## src/rtl/shift_engine_pkg.sv

```systemverilog
`default_nettype none
// ============================================================================
// Module   : shift_engine_pkg
// Purpose  : Op-code constants and FSM state encoding shared by the shift
//            engine, its step shifter and its handshake interface.
// Revision : 1.0  initial release
// ============================================================================
package shift_engine_pkg;

  localparam logic [2:0] OP_NOP  = 3'b000;
  localparam logic [2:0] OP_LOAD = 3'b001;
  localparam logic [2:0] OP_LSL  = 3'b010;
  localparam logic [2:0] OP_LSR  = 3'b011;
  localparam logic [2:0] OP_ASR  = 3'b100;
  localparam logic [2:0] OP_ROL  = 3'b101;

  typedef enum logic [0:0] {
    ST_IDLE  = 1'b0,
    ST_SHIFT = 1'b1
  } state_t;

  // True for the four op codes that move bits (LSL, LSR, ASR, ROL).
  function automatic logic is_shift_op(input logic [2:0] op);
    return (op == OP_LSL) || (op == OP_LSR) || (op == OP_ASR) || (op == OP_ROL);
  endfunction

endpackage : shift_engine_pkg
`default_nettype wire

```

## src/rtl/shift_engine_if.sv

```systemverilog
`default_nettype none
// ============================================================================
// Module   : shift_engine_if
// Purpose  : Request/response bundle of the shift engine. The master issues
//            requests; the slave (the engine) answers with ready/data/status.
// Revision : 1.0  initial release
// ============================================================================
interface shift_engine_if #(
  parameter int WIDTH   = 8,
  parameter int SHAMT_W = 3
);

  logic               op_valid;
  logic               op_ready;
  logic [2:0]         op_code;
  logic [SHAMT_W-1:0] shamt;
  logic [WIDTH-1:0]   d_in;
  logic [WIDTH-1:0]   d_out;
  logic               busy;
  logic               done;

  modport master (
    output op_valid, op_code, shamt, d_in,
    input  op_ready, d_out, busy, done
  );

  modport slave (
    input  op_valid, op_code, shamt, d_in,
    output op_ready, d_out, busy, done
  );

endinterface : shift_engine_if
`default_nettype wire

```

## src/rtl/shift_engine_step.sv

```systemverilog
`default_nettype none
// ============================================================================
// Module   : shift_step
// Purpose  : Combinational single-step shifter. Every output bit is one
//            2**STEP_W:1 mux over the bits it could receive for each step
//            amount, with the candidate set chosen by the op code.
// Revision : 1.0  initial release
// ============================================================================
module shift_step
  import shift_engine_pkg::*;
#(
  parameter int WIDTH  = 8,
  parameter int STEP_W = 2
) (
  input  logic [WIDTH-1:0]  d_i,
  input  logic [2:0]        op_i,
  input  logic [STEP_W-1:0] amt_i,
  output logic [WIDTH-1:0]  d_o
);

  localparam int NAMT = 2 ** STEP_W;

  for (genvar i = 0; i < WIDTH; i++) begin : g_bit
    logic [NAMT-1:0] w_cand;

    for (genvar k = 0; k < NAMT; k++) begin : g_amt
      localparam int SRC_L   = i - k;
      localparam int SRC_R   = i + k;
      localparam int SRC_ROT = ((i - k) % WIDTH + WIDTH) % WIDTH;

      logic w_lsl;
      logic w_lsr;
      logic w_asr;

      if (SRC_L >= 0) begin : g_lsl_src
        assign w_lsl = d_i[SRC_L];
      end else begin : g_lsl_zero
        assign w_lsl = 1'b0;
      end

      if (SRC_R < WIDTH) begin : g_lsr_src
        assign w_lsr = d_i[SRC_R];
        assign w_asr = d_i[SRC_R];
      end else begin : g_lsr_fill
        assign w_lsr = 1'b0;
        assign w_asr = d_i[WIDTH-1];
      end

      // Non-shift op codes pass the bit through unchanged.
      assign w_cand[k] = (op_i == OP_LSL) ? w_lsl :
                         (op_i == OP_LSR) ? w_lsr :
                         (op_i == OP_ASR) ? w_asr :
                         (op_i == OP_ROL) ? d_i[SRC_ROT] :
                                            d_i[i];
    end

    assign d_o[i] = w_cand[amt_i];
  end

endmodule : shift_step
`default_nettype wire

```

## src/rtl/shift_engine.sv

```systemverilog
`default_nettype none
// ============================================================================
// Module   : shift_engine
// Purpose  : Loadable WIDTH-bit shift register with accept/done handshake.
//            A shift of shamt positions is split into steps of at most
//            STEP_MAX = 2**STEP_W-1 positions, one step per clock.
//            SHAMT_W must be >= STEP_W.
// Revision : 1.0  initial release
// ============================================================================
module shift_engine
  import shift_engine_pkg::*;
#(
  parameter int WIDTH   = 8,
  parameter int SHAMT_W = 3,
  parameter int STEP_W  = 2
) (
  input  logic           clk,
  input  logic           reset,
  shift_engine_if.slave  bus
);

  localparam int                 STEP_MAX   = 2 ** STEP_W - 1;
  localparam logic [SHAMT_W-1:0] STEP_MAX_S = SHAMT_W'(STEP_MAX);

  state_t             state_q;
  logic [SHAMT_W-1:0] remaining_q;
  logic [2:0]         op_q;
  logic [WIDTH-1:0]   d_out_q;
  logic               done_q;

  logic [STEP_W-1:0]  step_d;
  logic [SHAMT_W-1:0] remaining_d;
  logic [WIDTH-1:0]   shifted_d;

  // Size of the current step and the count left after it.
  always_comb begin
    step_d      = STEP_MAX[STEP_W-1:0];
    if (remaining_q < STEP_MAX_S) begin
      step_d = remaining_q[STEP_W-1:0];
    end
    remaining_d = remaining_q - SHAMT_W'(step_d);
  end

  shift_step #(
    .WIDTH  (WIDTH),
    .STEP_W (STEP_W)
  ) u_shift_step (
    .d_i   (d_out_q),
    .op_i  (op_q),
    .amt_i (step_d),
    .d_o   (shifted_d)
  );

  // Control FSM: accepts requests in IDLE, iterates shift steps in SHIFT.
  always_ff @(posedge clk) begin
    if (reset) begin
      state_q     <= ST_IDLE;
      remaining_q <= '0;
      op_q        <= OP_NOP;
      d_out_q     <= '0;
      done_q      <= 1'b0;
    end else begin
      done_q <= 1'b0;
      case (state_q)
        ST_IDLE: begin
          if (bus.op_valid) begin
            if (bus.op_code == OP_LOAD) begin
              d_out_q <= bus.d_in;
              done_q  <= 1'b1;
            end else if (is_shift_op(bus.op_code) && (bus.shamt != '0)) begin
              remaining_q <= bus.shamt;
              op_q        <= bus.op_code;
              state_q     <= ST_SHIFT;
            end else begin
              // NOP, reserved codes and zero-length shifts complete at once.
              done_q <= 1'b1;
            end
          end
        end
        ST_SHIFT: begin
          d_out_q     <= shifted_d;
          remaining_q <= remaining_d;
          if (remaining_d == '0) begin
            state_q <= ST_IDLE;
            done_q  <= 1'b1;
          end
        end
        default: begin
          state_q <= ST_IDLE;
        end
      endcase
    end
  end

  assign bus.op_ready = (state_q == ST_IDLE);
  assign bus.busy     = (state_q == ST_SHIFT);
  assign bus.d_out    = d_out_q;
  assign bus.done     = done_q;

endmodule : shift_engine
`default_nettype wire

```

## src/flat_wrapper.sv

```systemverilog
// flat-port wrapper written by rule: the top's interface ports become plain ports
module shift_engine_flat import shift_engine_pkg::*;
#(
  parameter int WIDTH   = 8,
  parameter int SHAMT_W = 3,
  parameter int STEP_W  = 2
)
  (clk, reset, bus_op_valid, bus_op_code, bus_shamt, bus_d_in, bus_op_ready, bus_d_out, bus_busy, bus_done);
  shift_engine_if #(.WIDTH(WIDTH), .SHAMT_W(SHAMT_W)) bus_i ();
  input  logic clk;
  input  logic reset;
  input wire logic [$bits(bus_i.op_valid)-1:0] bus_op_valid;
  input wire logic [$bits(bus_i.op_code)-1:0] bus_op_code;
  input wire logic [$bits(bus_i.shamt)-1:0] bus_shamt;
  input wire logic [$bits(bus_i.d_in)-1:0] bus_d_in;
  output wire logic [$bits(bus_i.op_ready)-1:0] bus_op_ready;
  output wire logic [$bits(bus_i.d_out)-1:0] bus_d_out;
  output wire logic [$bits(bus_i.busy)-1:0] bus_busy;
  output wire logic [$bits(bus_i.done)-1:0] bus_done;
  assign bus_i.op_valid = bus_op_valid;
  assign bus_i.op_code = bus_op_code;
  assign bus_i.shamt = bus_shamt;
  assign bus_i.d_in = bus_d_in;
  assign bus_op_ready = bus_i.op_ready;
  assign bus_d_out = bus_i.d_out;
  assign bus_busy = bus_i.busy;
  assign bus_done = bus_i.done;
  shift_engine #(.WIDTH(WIDTH), .SHAMT_W(SHAMT_W), .STEP_W(STEP_W)) u_core (.clk(clk), .reset(reset), .bus(bus_i));
endmodule
```

## config.mk

```make
export PLATFORM = sky130hd
export DESIGN_NAME = shift_engine_flat
export DESIGN_NICKNAME = d
export VERILOG_FILES = /design/src/rtl/shift_engine_pkg.sv /design/src/rtl/shift_engine_if.sv /design/src/rtl/shift_engine_step.sv /design/src/rtl/shift_engine.sv /design/src/flat_wrapper.sv
export SDC_FILE = /design/constraint.sdc
export NUM_CORES = 1
export LEC_CHECK = 0
export BUFFER_PORTS_ARGS = -buffer_cell sky130_fd_sc_hd__clkbuf_2
export CAP_MARGIN = 20
export CORE_MARGIN = 4
export CORE_UTILIZATION = 35
export CTS_CLUSTER_SIZE = 12
export DETAILED_ROUTE_END_ITERATION = 6
export PLACE_DENSITY = 0.6
export SYNTH_ARGS = -nofsm -noshare
export SYNTH_HDL_FRONTEND = slang
export SYNTH_SLANG_ARGS = --single-unit
export TNS_END_PERCENT = 20
```

## constraint.sdc

```tcl
create_clock -name clk -period 5.9 [get_ports clk]
set_clock_uncertainty 0.15 [all_clocks]
set_input_delay 0.295 -clock clk [delete_from_list [all_inputs] [get_ports clk]]
set_output_delay 0.295 -clock clk [all_outputs]
set_load 0.05 [all_outputs]
```

==> flow_summary.yaml <==
setup_path:
  criticalPathCategory: "reg -> reg"
  cp_common_cell: "o21ai_0"
  critPathRequiredTime_ps: 5920
  crit_start: "u_core.bus.busy$_SDFF_PP0_"
  path_cells: "o31ai_2, o2bb2ai_1, o21ai_0, o21ai_0, nor3b_1"
  crit_path_max_incr_delay_ps: 860
  worstReg2RegStart: "u_core.bus.busy$_SDFF_PP0_"
  path_max_fanout: 20
  cp-end-kind: "flop"
  worst_setup_path_start_kind: "flop"
  cp_data_arrival_time_ps: 2560
  crit_slowest_cell: "o2bb2ai_1"
pwr:
  p_leak_nw: 0.532
  vdd_drop_max_uv: 105
  powerDensity_nw_per_um2: 202
yosys:
  syn_area_um2: 1490
  synth-seq-cells: 16
  synth.avg_cell_area_um2: 8.12
  dominantRegCellSynth: "dfxtp_1"
  ys_seq_area_frac: 0.215
  synth_top_area_cell: "dfxtp_1"
  synth_cell_type_count: 58
  synth.most_common_cell: "dfxtp_1"
  synth_edf_count: 0
  synth_area_leaders: "dfxtp_1, mux2i_1, a21oi_1"
  syn_inst: 183
  synth-warning-count: 0
  synth_top_area_share: 0.215
  synth_common_cells: "dfxtp_1, mux2i_1, nand2_1, nor2_1, a21oi_1"
  async_flop_share: 0
  mappedNetlistNets: 202
min_path:
  hp-class: "in -> reg"
  min_from: "bus_d_in[6]"
finish:
  nFillCells: 423
  drive_above_1_share: 0.213
  nets: 217
  area_growth_pct: 10.3
  final_cells: 247
  stdcell_area_um2: 1640
  diodes: 0
detailed_routing:
  drc: 0
  ant_nets: 0
  routed_wl_um: 3970
  wire_per_inst_um: 16.1
  viasPerCell: 5.91
  drt_iter0_drc: 148
  detail_route.first_pass.iterations: 4
  vias: 1461
floorplan:
  ios: 28
  die_w_um: 73.2
  die_area_um2: 5350
  core_um2: 4060
  die_h_um: 73.2
  start_util: 0.366
  num_rows: 23
sta:
  rsz0062_at_grt: "false"
  fin_crit_ps: 2540
  fmax_mhz: 393
  fin_crit_sh: 0.431
  relSlewSlack: 0.306
  final_max_slew_viol_count: 0
  finalSetupViolations: 0
  tns_ps: 0
  tightest_slew_ps: 1040
  hold_viol: 0
  worst_slack_ps: 3360
clock_tree:
  cts-resized-gates: 0
  worstSkewPairLatency_ps: 250
  cts-root-buf: "clkbuf_8"
  cts.htree.levels: 1
  cts_made_buffers: 3
  clock_path_buffers: 2
  cts_hold_buf: 0
  clock_sinks: 16
  post_cts_buffers: 0
  clk_pin_slew_ps: 70
  tritoncts: "yes"
run:
  drv_cap: 0
place:
  dpl_cell_area_um2: 1580
  place_inst: 243
  io_buffers: 27
  dp_hpwl_um: 2930
  routabilityCongestion: 0.918
  dp_slack_ps: 3410
global_route:
  grt_usage: 0.153
  grt_pass1_vias: 1382
  antenna_found_initial: 0
  grt_pass1_wl_um: 6510
  grt_max_degree: 31
  overflow: 0
run_status:
  status: "finished clean"
-- per-layer routing --
layer / routed length (µm) / share of wire / global-route usage
met3: 195 / 0.049 / 0.0317
met5: 0 / 0 / 0
met1: 1990 / 0.50 / 0.211
met2: 1760 / 0.44 / 0.246
met4: 24 / 0.0060 / 0.0307
-- flip-flops by register name (all words and copies together) (netlist names) --
signal / cells
u_core.bus.d_out: 8
u_core.op_q: 3
u_core.remaining_q: 3
u_core.bus.busy: 1
u_core.bus.done: 1
-- layout make-up --
| type | instances | area [µm²] | area share |
|---|---|---|---|
| clock buffers | 4 | 55.1 | 0.0336 |
| inverters | 6 | 22.5 | 0.0137 |
| multi-input cells | 143 | 1040 | 0.632 |
| flip-flops and latches | 16 | 320 | 0.195 |
| well taps | 50 | 62.6 | 0.0382 |
| repair buffers | 28 | 143 | 0.0870 |
-- final timing paths --
path / cells past startpoint / end / slack (ps)
hold reg to reg: 2 / u_core.op_q[2]$_SDFFE_PP0P_ / 440
setup reg to reg: 5 / u_core.bus.d_out[2]$_SDFFE_PP0P_ / 3360
hold / removal: 3 / u_core.bus.d_out[6]$_SDFFE_PP0P_ / 140
setup / recovery: 5 / u_core.bus.d_out[2]$_SDFFE_PP0P_ / 3360
-- logic make-up after synthesis --
family / after synthesis / synth area share
AOI/OAI and AO/OA: 69 / 0.347
and+or+nand+nor: 52 / 0.193
buffers and inverters: 24 / 0.0875
muxes: 19 / 0.135
DFF: 16 / 0.215
adders and majority gates: 2 / 0.0168
xor gates and xnor gates: 1 / 0.00589
-- through the flow --
stage / utilization / power, mW / hold WS [ps]
after global routing: 0.404 / 0.349 / 146
after global placement: 0.390 / 0.232 / 407
after CTS: 0.404 / 0.331 / 146
after floorplan: - / 0.211 / 213
final: 0.404 / 0.331 / 141
after detailed placement: 0.390 / 0.233 / 412
-- worst max-delay path, delay by kind of cell, from the launching register on --
family	cells	cell delay [ps]
flip-flops	1	740
AO/OA/AOI/OAI	4	1330
AND/OR/NAND/NOR	1	220
-- report_power, final --
group	switching [mW]	leakage [nW]	internal, mW
combinational	0.0617	0.372	0.0356
sequential	0.0182	0.131	0.115
clock	0.0404	0.0288	0.0593
-- layout by cell type, fill, tap and decap left out, types with 2 or more instances in the layout --
master	instances
a211oi_1	4
o21ai_0	8
nor3b_1	2
a32oi_1	2
mux2i_2	2
a22o_1	2
nand2_1	13
nand3_1	3
and2_1	3
o21ai_1	2
a22oi_1	3
clkbuf_2	27
nor2b_1	3
and2b_1	2
dfxtp_1	16
a32o_1	2
and3_1	2
nor2_1	13
a31oi_1	3
inv_1	6
a311oi_1	4
o22ai_1	8
a21oi_1	12
nand2b_1	4
nand2b_4	2
mux2i_1	15
ha_1	2
clkbuf_8	4
Note: power is estimated with default switching activity, not from simulation.
